<file path="src/rtl/dual_priority_scanner.sv">
// -----------------------------------------------------------------------------
// dual_priority_scanner
//
// Latches a WIDTH-bit request vector and streams the indices of every set bit,
// two per output beat, highest priority first. The vector is fully drained
// over max(1, ceil(popcount/2)) beats. There is one idle cycle between
// vectors.
//
// Parameters:
//   WIDTH     - request vector width (>= 2)
//   IDX_W     - index width (>= clog2(WIDTH))
//   MSB_FIRST - 1: bit WIDTH-1 has highest priority, 0: bit 0 has highest
//
// Ports:
//   clk        in   system clock, rising edge
//   reset      in   asynchronous active-high reset
//   req_vec    in   request vector, sampled on accept
//   req_valid  in   req_vec is valid
//   req_ready  out  block can accept a vector (IDLE only)
//   abort      in   synchronous flush of the vector being scanned
//   out_valid  out  output beat is valid
//   out_ready  in   consumer accepts the beat
//   prior_1    out  highest-priority remaining set bit index
//   prior_2    out  second-highest remaining set bit index
//   p1_valid   out  prior_1 is meaningful
//   p2_valid   out  prior_2 is meaningful
//   last       out  this beat exhausts the vector
//
// All outputs are decoded from registers only; there is no combinational path
// from req_* or out_ready to any output.
// -----------------------------------------------------------------------------
module dual_priority_scanner #(
    parameter int WIDTH     = 12,
    parameter int IDX_W     = 4,
    parameter bit MSB_FIRST = 1'b1
) (
    input  logic             clk,
    input  logic             reset,
    input  logic [WIDTH-1:0] req_vec,
    input  logic             req_valid,
    output logic             req_ready,
    input  logic             abort,
    output logic             out_valid,
    input  logic             out_ready,
    output logic [IDX_W-1:0] prior_1,
    output logic [IDX_W-1:0] prior_2,
    output logic             p1_valid,
    output logic             p2_valid,
    output logic             last
);

    typedef enum logic [0:0] {
        ST_IDLE = 1'b0,
        ST_SCAN = 1'b1
    } state_e;

    state_e           state_q,      state_d;
    logic [WIDTH-1:0] resid_q,      resid_d;
    logic             empty_pend_q, empty_pend_d;

    logic [WIDTH-1:0] one_s;
    logic [IDX_W-1:0] prior_1_s;
    logic [IDX_W-1:0] prior_2_s;
    logic             p1_valid_s;
    logic             p2_valid_s;
    logic [WIDTH-1:0] mask_1_s;
    logic [WIDTH-1:0] mask_2_s;
    logic [WIDTH-1:0] rest_1_s;
    logic [WIDTH-1:0] rest_2_s;
    logic             last_s;
    logic             in_scan_s;

    // Index of the highest-priority set bit; returns 0 for an all-zero vector.
    // The loop walks from lowest to highest priority so the final hit wins.
    function automatic logic [IDX_W-1:0] top_idx(input logic [WIDTH-1:0] v);
        logic [IDX_W-1:0] idx;
        idx = '0;
        for (int i = 0; i < WIDTH; i++) begin
            if (MSB_FIRST) begin
                if (v[i]) begin
                    idx = IDX_W'(i);
                end else begin
                    idx = idx;
                end
            end else begin
                if (v[WIDTH-1-i]) begin
                    idx = IDX_W'(WIDTH-1-i);
                end else begin
                    idx = idx;
                end
            end
        end
        return idx;
    endfunction

    assign one_s = {{(WIDTH-1){1'b0}}, 1'b1};

    // Priority decode of the residual: pick top bit, mask it, pick again.
    always_comb begin
        p1_valid_s = |resid_q;
        prior_1_s  = top_idx(resid_q);
        mask_1_s   = p1_valid_s ? (one_s << prior_1_s) : {WIDTH{1'b0}};
        rest_1_s   = resid_q & ~mask_1_s;
        p2_valid_s = |rest_1_s;
        prior_2_s  = top_idx(rest_1_s);
        mask_2_s   = p2_valid_s ? (one_s << prior_2_s) : {WIDTH{1'b0}};
        rest_2_s   = rest_1_s & ~mask_2_s;
        // Nothing left after this beat means popcount <= 2 (incl. empty vector).
        last_s     = (rest_2_s == {WIDTH{1'b0}}) || empty_pend_q;
    end

    // Next-state logic: accept in IDLE, drain/abort in SCAN.
    always_comb begin
        state_d      = state_q;
        resid_d      = resid_q;
        empty_pend_d = empty_pend_q;
        case (state_q)
            ST_IDLE: begin
                // abort is ignored here; a simultaneous accept still happens
                if (req_valid) begin
                    resid_d      = req_vec;
                    empty_pend_d = (req_vec == {WIDTH{1'b0}});
                    state_d      = ST_SCAN;
                end else begin
                    state_d      = ST_IDLE;
                end
            end
            ST_SCAN: begin
                // abort wins over a beat transfer in the same cycle
                if (abort) begin
                    resid_d      = {WIDTH{1'b0}};
                    empty_pend_d = 1'b0;
                    state_d      = ST_IDLE;
                end else if (out_ready) begin
                    resid_d = rest_2_s;
                    if (last_s) begin
                        empty_pend_d = 1'b0;
                        state_d      = ST_IDLE;
                    end else begin
                        state_d      = ST_SCAN;
                    end
                end else begin
                    state_d = ST_SCAN;
                end
            end
            default: begin
                resid_d      = {WIDTH{1'b0}};
                empty_pend_d = 1'b0;
                state_d      = ST_IDLE;
            end
        endcase
    end

    // State registers with asynchronous reset.
    always_ff @(posedge clk or posedge reset) begin
        if (reset) begin
            state_q      <= ST_IDLE;
            resid_q      <= {WIDTH{1'b0}};
            empty_pend_q <= 1'b0;
        end else begin
            state_q      <= state_d;
            resid_q      <= resid_d;
            empty_pend_q <= empty_pend_d;
        end
    end

    assign in_scan_s = (state_q == ST_SCAN);

    // Outputs are forced to their idle values outside SCAN.
    assign req_ready = ~in_scan_s;
    assign out_valid = in_scan_s;
    assign p1_valid  = in_scan_s & p1_valid_s;
    assign p2_valid  = in_scan_s & p2_valid_s;
    assign last      = in_scan_s & last_s;
    assign prior_1   = in_scan_s ? prior_1_s : {IDX_W{1'b0}};
    assign prior_2   = in_scan_s ? prior_2_s : {IDX_W{1'b0}};

endmodule
</file>
<file path="config.mk">
export PLATFORM = sky130hd
export DESIGN_NAME = dual_priority_scanner
export DESIGN_NICKNAME = d
export VERILOG_FILES = /design/src/rtl/dual_priority_scanner.sv
export SDC_FILE = /design/constraint.sdc
export NUM_CORES = 1
export LEC_CHECK = 0
export ABC_AREA = 1
export CAP_MARGIN = 10
export CORE_UTILIZATION = 50
export DETAILED_ROUTE_END_ITERATION = 16
export HOLD_SLACK_MARGIN = 0.1
export PLACE_DENSITY = 0.79
export SYNTH_ARGS = -nofsm -noshare
export SYNTH_HDL_FRONTEND = slang
export SYNTH_SLANG_ARGS = --single-unit
</file>
<file path="constraint.sdc">
create_clock -name clk -period 8.7 [get_ports clk]
set_input_delay 2.61 -clock clk [delete_from_list [all_inputs] [get_ports clk]]
set_output_delay 2.61 -clock clk [all_outputs]
set_load 0.02 [all_outputs]
</file>
# Word level (Yosys, flattened, before mapping)
# Index checks and enable logic that the tools add are counted.
word_totals:
  regBits: 14
  word_cells: 63
  out_inout_bits: 13
op_classes:
  n_bitwise: 8
  shift: 2
  reduce_logical: 7
  eq_ne: 3
  n_mux: 40
ops:
  columns: ["operator", "n"]
  rows:
  - ["$mux 4", 21]
  - ["$mux 12", 5]
  - ["$and 12x12->12", 2]
  - ["$logic_not 12->1", 2]
  - ["$not 12->12", 2]
  - ["$pmux 12 s2", 1]
  - ["$reduce_or 12->1", 2]
  - ["$shl 1x4->12 const A", 2]
  - ["$mux 1", 10]
  - ["$pmux 1 s2", 2]
  - ["$and 1x1->1", 3]
  - ["$ne 3x2->1 const B", 1]
  - ["$ne 3x3->1 const B", 1]
  - ["$reduce_and 3->1", 1]
  - ["$mux 2", 1]
  - ["$ne 2x2->1 const B", 1]
  - ["$reduce_and 2->1", 1]
  - ["$logic_or 1x1->1", 1]
  - ["$not 1->1", 1]

# Longest topological paths before layout
# Gate-level depths: netlist of run 1.
depth:
  depth_word: 36
  depth_mapped: 28

# Worst setup path before layout of run 1
# OpenSTA, ideal clock, no wires.
synth_path:
  path_kind: "reg-to-output"
  startpoint: "register resid_q[2]"
  endpoint: "output port last"
  required_time_ps: 6090
  path_stages_with_launch: 24
  setup_slack_ps: 3816
  arrival_ps: 2274
  cell_sequence: "dfrtp_1 -> inv_2 -> nand2_1 -> nand2_1 -> nand2_1 -> nand2_1 -> nand2_1 -> nand2_1 -> nand2_1 -> nand2_2 -> nand2_2 -> nand2_2 -> nand2_1 -> o21ai_1 -> nand2_2 -> clkinv_2 -> nand2_2 -> a21oi_4 -> nand4_1 -> nand2_1 -> nand2_1 -> nor2_2 -> nand3_2 -> a21oi_2"
synth_via:
  elab_chain_cells: 32
  elab_cells_between_ends: 34
synth_rtl:
  columns: ["element", "line", "rtl"]
  rows:
  - ["from (decl)", "58", "logic [WIDTH-1:0] resid_q, resid_d;"]
  - ["from (signal assigned)", "158", "resid_q <= {WIDTH{1'b0}};"]
  - ["from (signal assigned)", "162", "resid_q <= resid_d;"]
  - ["$mux 2", "80", "if (v[i]) begin"]
  - ["$mux 4 (9 in series)", "80", null]
  - ["$shl 1x4->12", "102", "mask_1_s = p1_valid_s ? (one_s << prior_1_s) : {WIDTH{1'b0}};"]
  - ["$mux 12", "102", null]
  - ["$not 12->12", "103", "rest_1_s = resid_q & ~mask_1_s;"]
  - ["$and 12x12->12 (*)", "103", null]
  - ["$mux 1", "80", null]
  - ["$mux 4 (10 in series)", "80", null]
  - ["$shl 1x4->12", "106", "mask_2_s = p2_valid_s ? (one_s << prior_2_s) : {WIDTH{1'b0}};"]
  - ["$mux 12", "106", null]
  - ["$not 12->12", "107", "rest_2_s = rest_1_s & ~mask_2_s;"]
  - ["$and 12x12->12 (*)", "107", null]
  - ["$logic_not 12->1 (*)", "109", "last_s = (rest_2_s == {WIDTH{1'b0}}) || empty_pend_q;"]
  - ["$logic_or 1x1->1 (*)", "109", null]
  - ["$and 1x1->1 (*)", "174", "assign last = in_scan_s & last_s;"]
  - ["to (decl)", "49", "output logic last"]
# Every way passes the cells marked *; elsewhere a longest branch is shown, timed or not.

# Worst setup path after layout of run 1
# Ends and elaborated chain as after synthesis.

==> flow_summary.ini, run 1 <==
[placed_design]
dp_hpwl_um = 2760
pre_cts_slack_ns = 2.96
gp_congestion = 0.935
port_buffers = 29
placed_area_sq_mm = 0.00158

[setup_path]
reg2reg_to = resid_q[0]$_DFFE_PP0P_
crit_fanout = 7
path_cells = inv_2 -> nand2_1 -> nand2_1 -> nand2_1 -> nand2_1 -> nand2_1 -> nand2_1 -> nand2_1 -> nand2_2 -> nand2_2 -> nand2_2 -> nand2_1 -> o21ai_1 -> nand2_2 -> clkinv_2 -> nand2_2 -> a21oi_4 -> nand4_1 -> nand2_1 -> nand2_1 -> nor2_2 -> nand3_2 -> a21oi_2 -> clkdlybuf4s50_1
cp-end-kind = output port
path_class = reg2out
worst_ep_required_time_ns = 6.09
rr_worst_depth = 8
rrSetupSlack_ns = 5.52
cp_slowest_cell = clkdlybuf4s50_1
cp.arrival_ns = 3.49
cpMostUsedCell = nand2_1
reg2reg_from = out_valid$_DFF_PP0_
slowest_delay_ns = 0.64
crit_path_start_kind = register

[sta]
slew_headroom_pct = 52.0
final-setup-viol-count = 0
slew_viol_final = 0
hold_viol = 0
finalWorstSetupSlack_ns = 2.60
tns_ns = 0
worst_pin_slew_ns = 0.715
max_freq_ghz = 0.164
period_minus_slack_ns = 6.10
skew_ns = 0.00135
timing.final.crit_share_pct = 70.1
rsz0062_at_grt = no

[clock_network]
clock_path_buffers = 2
clock_sinks = 14
clkLatencyLatePin_ns = 0.29
postCtsSetupBuffers = 0
htree_levels = 1
cts_buffers = 3
cts_root_buf = clkbuf_4
cts_tree = yes
ctsHoldBuffers = 0
cts_resized = 0
cts.clk_slew.worst_paths_ns = 0.10

[grt]
grt_max_degree = 27
antenna_found_initial = 0
grt_pass1_wl_um = 5770
track_usage_pct = 29.1
grt-ovfl-total = 0
first_global_vias = 1321

[cells_and_area]
syn_to_final_growth_pct = 26.7
n_antenna_cell = 0
post-route-cell-area_sq_mm = 0.00162
layout.nets = 260
layout-drive-gt1-share_pct = 10.7

[die]
initial_core_util_pct = 55.2
dieArea_sq_mm = 0.00276
core-area_sq_mm = 0.00232
ios = 30
die_w_um = 52.6
num_rows = 17
die_h_um = 52.6

[yosys]
seq_area_frac_synth_pct = 27.4
yosysWarnings = 0
syn_area_sq_mm = 0.00128
synth_area_leaders = dfrtp_1 (27%), nand2_1 (17%), inv_1 (10%)
yosys.area.top_type_share_pct = 27.4
synth_cells = 214
synth.avg_cell_area_sq_um = 5.98
synth_largest_area_cell = dfrtp_1
synth_seq_cells = 14
syn-num-nets = 231
synth_cell_types = 27

[power_and_ir_drop]
power_density_mw_per_mm2 = 357
seqPwrFrac_pct = 19.4
power_leakage_nw = 0.827
ir_worst_vdd_uv = 246
clockPowerShare_pct = 8.6
power_switching_mw = 0.319
sw_frac_of_total_pct = 55.1
p_comb_share_pct = 72.0
p_int_mw = 0.260

[drt]
wl_per_cell_um = 12.8
drt_iter0_markers = 49
vias = 1476
drc = 0
first_pass_iters = 4
antenna_left = 0
wl_um = 3450
detail_route.vias_per_cell = 5.47

[min_path]
hp-start = empty_pend_q$_DFFE_PP0P_
min_to = empty_pend_q$_DFFE_PP0P_
whs_path_depth = 2
hp-class = reg2reg

[run]
maxCapViolations = 0

[status]
status = complete, no violations
## sequential cells by signal, indices dropped and copies added, names as in the netlist
signal and cells:
empty_pend_q 1, out_valid 1, resid_q 12
## through the flow
stage / cells / hold slack [ns] / utilization (%) / power, mW
finish: 270 / 0.508 / 69.9 / 0.579
global route: 270 / 0.543 / 69.9 / 0.632
CTS: 270 / 0.514 / 69.9 / 0.575
detailed placement: 266 / 0.494 / 68.3 / 0.523
global placement: 266 / 0.470 / 68.3 / 0.526
floorplan: 214 / 0.453 / - / 0.409
## kinds of logic after synthesis
family | share of synthesized area (%)
and+or+nand+nor | 43.9
buffers and inverters | 13.4
AOI/OAI and AO/OA | 15.3
DFF | 27.4
## metal layers
layer | share of wire (%) | track usage [%]
met5 | 0 | 0
met4 | 2.1 | 11.0
met3 | 6.4 | 4.64
met2 | 45 | 45.8
met1 | 46 | 39.6
## cells in the mapped netlist
library cell   n
o21ai_0        4
clkinv_1       1
nand3_2        1
nand2_2        7
a21oi_1       14
nor4_1         4
nand3_1       21
a22oi_1        7
dfrtp_1       14
inv_1         34
or2_2          2
buf_1          1
nand2_1       58
a21oi_2        1
a31oi_1        1
a21oi_4        1
nor3_2         1
buf_2          1
clkinv_2       1
inv_2          4
a211oi_1       1
nor2_2         3
o21ai_1        1
o21ai_2        1
nor2_1        20
clkbuf_1       3
nand4_1        7
## power groups by stage
stage	clock network (mW)	logic, mW	registers [mW]
floorplan	0	0.301	0.108
global placement	0	0.414	0.112
detailed placement	0	0.411	0.113
CTS	0.0502	0.413	0.111
global route	0.0529	0.464	0.115
finish	0.0499	0.416	0.112
## area by class of cell
| cell class | instances | area, sq um |
|---|---|---|
| clock buffer | 4 | 36.3 |
| fill | 205 | 698 |
| inverter | 40 | 151 |
| multi-input combinational | 155 | 757 |
| sequential | 14 | 350 |
| tap | 28 | 35.0 |
| timing repair buffer | 29 | 290 |
## critical path, delay by kind of cell, from the launching register on
kind            cells  cell delay [ns]
simple gates       18             1.36
buf+inv             3             0.79
flops               1             0.44
compound gates      3             0.58
## worst max-delay path by stage
stage / cells after the start / end / from
after floorplan: 23 / last / resid_q[2]$_DFFE_PP0P_
after global placement: 23 / last / resid_q[2]$_DFFE_PP0P_
after detailed placement: 24 / last / resid_q[2]$_DFFE_PP0P_
after CTS: 24 / last / resid_q[2]$_DFFE_PP0P_
after global routing: 23 / last / resid_q[2]$_DFFE_PP0P_
final: 24 / last / resid_q[2]$_DFFE_PP0P_
## layout by cell type (no fill, tap or decap), types with 2 or more instances in the layout
cell type | Yosys | routed
dfrtp_1 | 14 | 14
nor2_2 | 3 | 3
o21ai_0 | 4 | 4
nand2_1 | 58 | 58
nand2_2 | 7 | 7
nor2_1 | 20 | 20
inv_1 | 34 | 34
or2_2 | 2 | 2
a21oi_1 | 14 | 14
clkbuf_4 | 0 | 3
inv_2 | 4 | 4
nand4_1 | 7 | 7
nand3_1 | 21 | 21
nor4_1 | 4 | 4
clkdlybuf4s50_1 | 0 | 29
a22oi_1 | 7 | 7
No activity file was read; power rests on OpenSTA's default activity.
==> inputs of run 2 (changes only) <==
clock period = 5.9 ns   (was 8.7 ns; I/O delays follow)
==> run 2 against run 1 <==
Combinational power rose by 49%. Non-clock buffer count unchanged. Via count increased by 2.1%. Sequential power up 47%. Worst hold slack better by 0.021 ns. Global-route usage up 1.6 points. Power grew 48%. Cell area unchanged. Clock-buffer cell count is the same. Largest power group unchanged. Highest routed layer unchanged.
==> flow_summary.ini, run 2 (synthesis gave the netlist of run 1 again) <==
[clock_network]
cts.clk_slew.worst_paths_ns = 0.09
cts_resized = 0
cts_buffers = 3
htree_levels = 1
clock_sinks = 14
clkLatencyLatePin_ns = 0.30
clock_path_buffers = 2
ctsHoldBuffers = 0
cts_root_buf = clkbuf_4
postCtsSetupBuffers = 0
cts_tree = yes

[setup_path]
cp_slowest_cell = clkdlybuf4s50_1
crit_family = simple AND/OR/NAND/NOR gates
slowest_delay_ns = 0.64
reg2reg_from = out_valid$_DFF_PP0_
cp-startpoint = resid_q[2]$_DFFE_PP0P_
worst_ep_required_time_ns = 4.13
cp-end-kind = output port
cp_num_buf_inv = 3
crit_path_start_kind = register
cpMostUsedCell = nand2_1
path_class = reg2out
crit_fanout = 7
path_cells = inv_2 -> nand2_1 -> nand2_1 -> nand2_1 -> nand2_1 -> nand2_1 -> nand2_1 -> nand2_1 -> nand2_2 -> nand2_2 -> nand2_2 -> nand2_1 -> o21ai_1 -> nand2_2 -> clkinv_2 -> nand2_2 -> a21oi_4 -> nand4_1 -> nand2_1 -> nand2_1 -> nor2_2 -> nand3_2 -> a21oi_2 -> clkdlybuf4s50_1
cp.arrival_ns = 3.51

[cells_and_area]
layout.nets = 260
largest_reg_flops = 12
nFillCells = 201
layout-drive-gt1-share_pct = 10.7
final_cell_count_no_fill = 270
syn_to_final_growth_pct = 26.7
final_cell_mix = nand2_1 (58), inv_1 (34), clkdlybuf4s50_1 (29)
n_antenna_cell = 0
layout_commonest_cell = nand2_1
max_flop_register = resid_q

[sta]
tns_ns = 0
hold_viol = 0
max_freq_ghz = 0.189
slew_headroom_pct = 50.6
final-setup-viol-count = 0
timing.final.crit_share_pct = 89.5
period_minus_slack_ns = 5.28
slew_viol_final = 0
finalWorstSetupSlack_ns = 0.622
rsz0062_at_grt = no
skew_ns = 0.00649
worst_pin_slew_ns = 0.736

[drt]
vias = 1507
wl_per_cell_um = 13.1
wl_um = 3530
drt_iter0_markers = 58
drc = 0
antenna_left = 0
detail_route.vias_per_cell = 5.58
first_pass_iters = 4

[power_and_ir_drop]
ir_worst_vdd_uv = 413
power_density_mw_per_mm2 = 530
power_leakage_nw = 0.827

[die]
initial_core_util_pct = 55.2
dieArea_sq_mm = 0.00276
core-area_sq_mm = 0.00232
num_rows = 17
ios = 30
die_w_um = 52.6
die_h_um = 52.6

[run]
maxCapViolations = 0

[status]
status = complete, no violations

[grt]
first_global_vias = 1375
grt_pass1_wl_um = 6130
antenna_found_initial = 0
grt_max_degree = 27
track_usage_pct = 30.6
grt-ovfl-total = 0

[placed_design]
dp_hpwl_um = 2830
port_buffers = 29
placed_cells = 266
pre_cts_slack_ns = 0.983
gp_congestion = 0.952

[min_path]
hp-start = empty_pend_q$_DFFE_PP0P_
hp-class = reg2reg
==> run 2: cell counts in the layout (fill, tap and decap cells not counted) <==
Identical to the previous run, type by type.
==> run 2: worst register-to-register path: stages, from the launching register on <==
cell      delay (ns)
dfrtp_1         0.40
clkinv_1        0.60
nor2_1          0.79
inv_1           0.13
or2_2           0.31
nand2_1         0.49
inv_1           0.20
nor2_1          0.14
a21oi_1         0.05
==> run 2: metal layers <==
layer,GRT usage [%],vias to the layer above,wire length (um),part of all wire [%]
met1,41.1,684,1650,47
met3,6.67,6,217,6.1
li1,-,752,-,-
met2,48.7,65,1590,45
met4,9.21,0,76,2.2
met5,0,-,0,0
==> run 2: stage by stage <==
step                      utilization [%]  cell area (sq um)  hold WS (ns)  power, mW
after floorplan                         -               1280         0.453      0.603
after global placement               68.3               1580         0.470      0.776
after detailed placement             68.3               1580         0.510      0.776
after CTS                            69.9               1620         0.531      0.852
after global routing                 69.9               1620         0.563      0.944
final                                69.9               1620         0.529      0.858
==> run 2: final timing paths <==
check                      slack (ns)                        to  cells after the start
setup / recovery                 0.62                      last                     24
hold / removal                   0.53  empty_pend_q$_DFFE_PP0P_                      2
setup reg to reg                 2.68    resid_q[0]$_DFFE_PP0P_                      8
hold reg to reg                  0.53  empty_pend_q$_DFFE_PP0P_                      2
max in group asynchronous        3.71    resid_q[1]$_DFFE_PP0P_                      2
min in group asynchronous        1.81    resid_q[9]$_DFFE_PP0P_                      2
==> run 2: power by group <==
part           leakage [nW]  internal (mW)  switching [mW]
Sequential            0.171          0.131          0.0341
Clock                0.0210         0.0377          0.0363
Combinational         0.635          0.214           0.405
==> run 2: area by class of cell <==
class	count	area (sq um)	share of cell area [%]
Multi-Input combinational cell	155	757	46.7
Sequential cell	14	350	21.6
Timing Repair Buffer	29	290	17.9
Inverter	40	151	9.34
Clock buffer	4	36.3	2.24
Tap cell	28	35.0	2.16
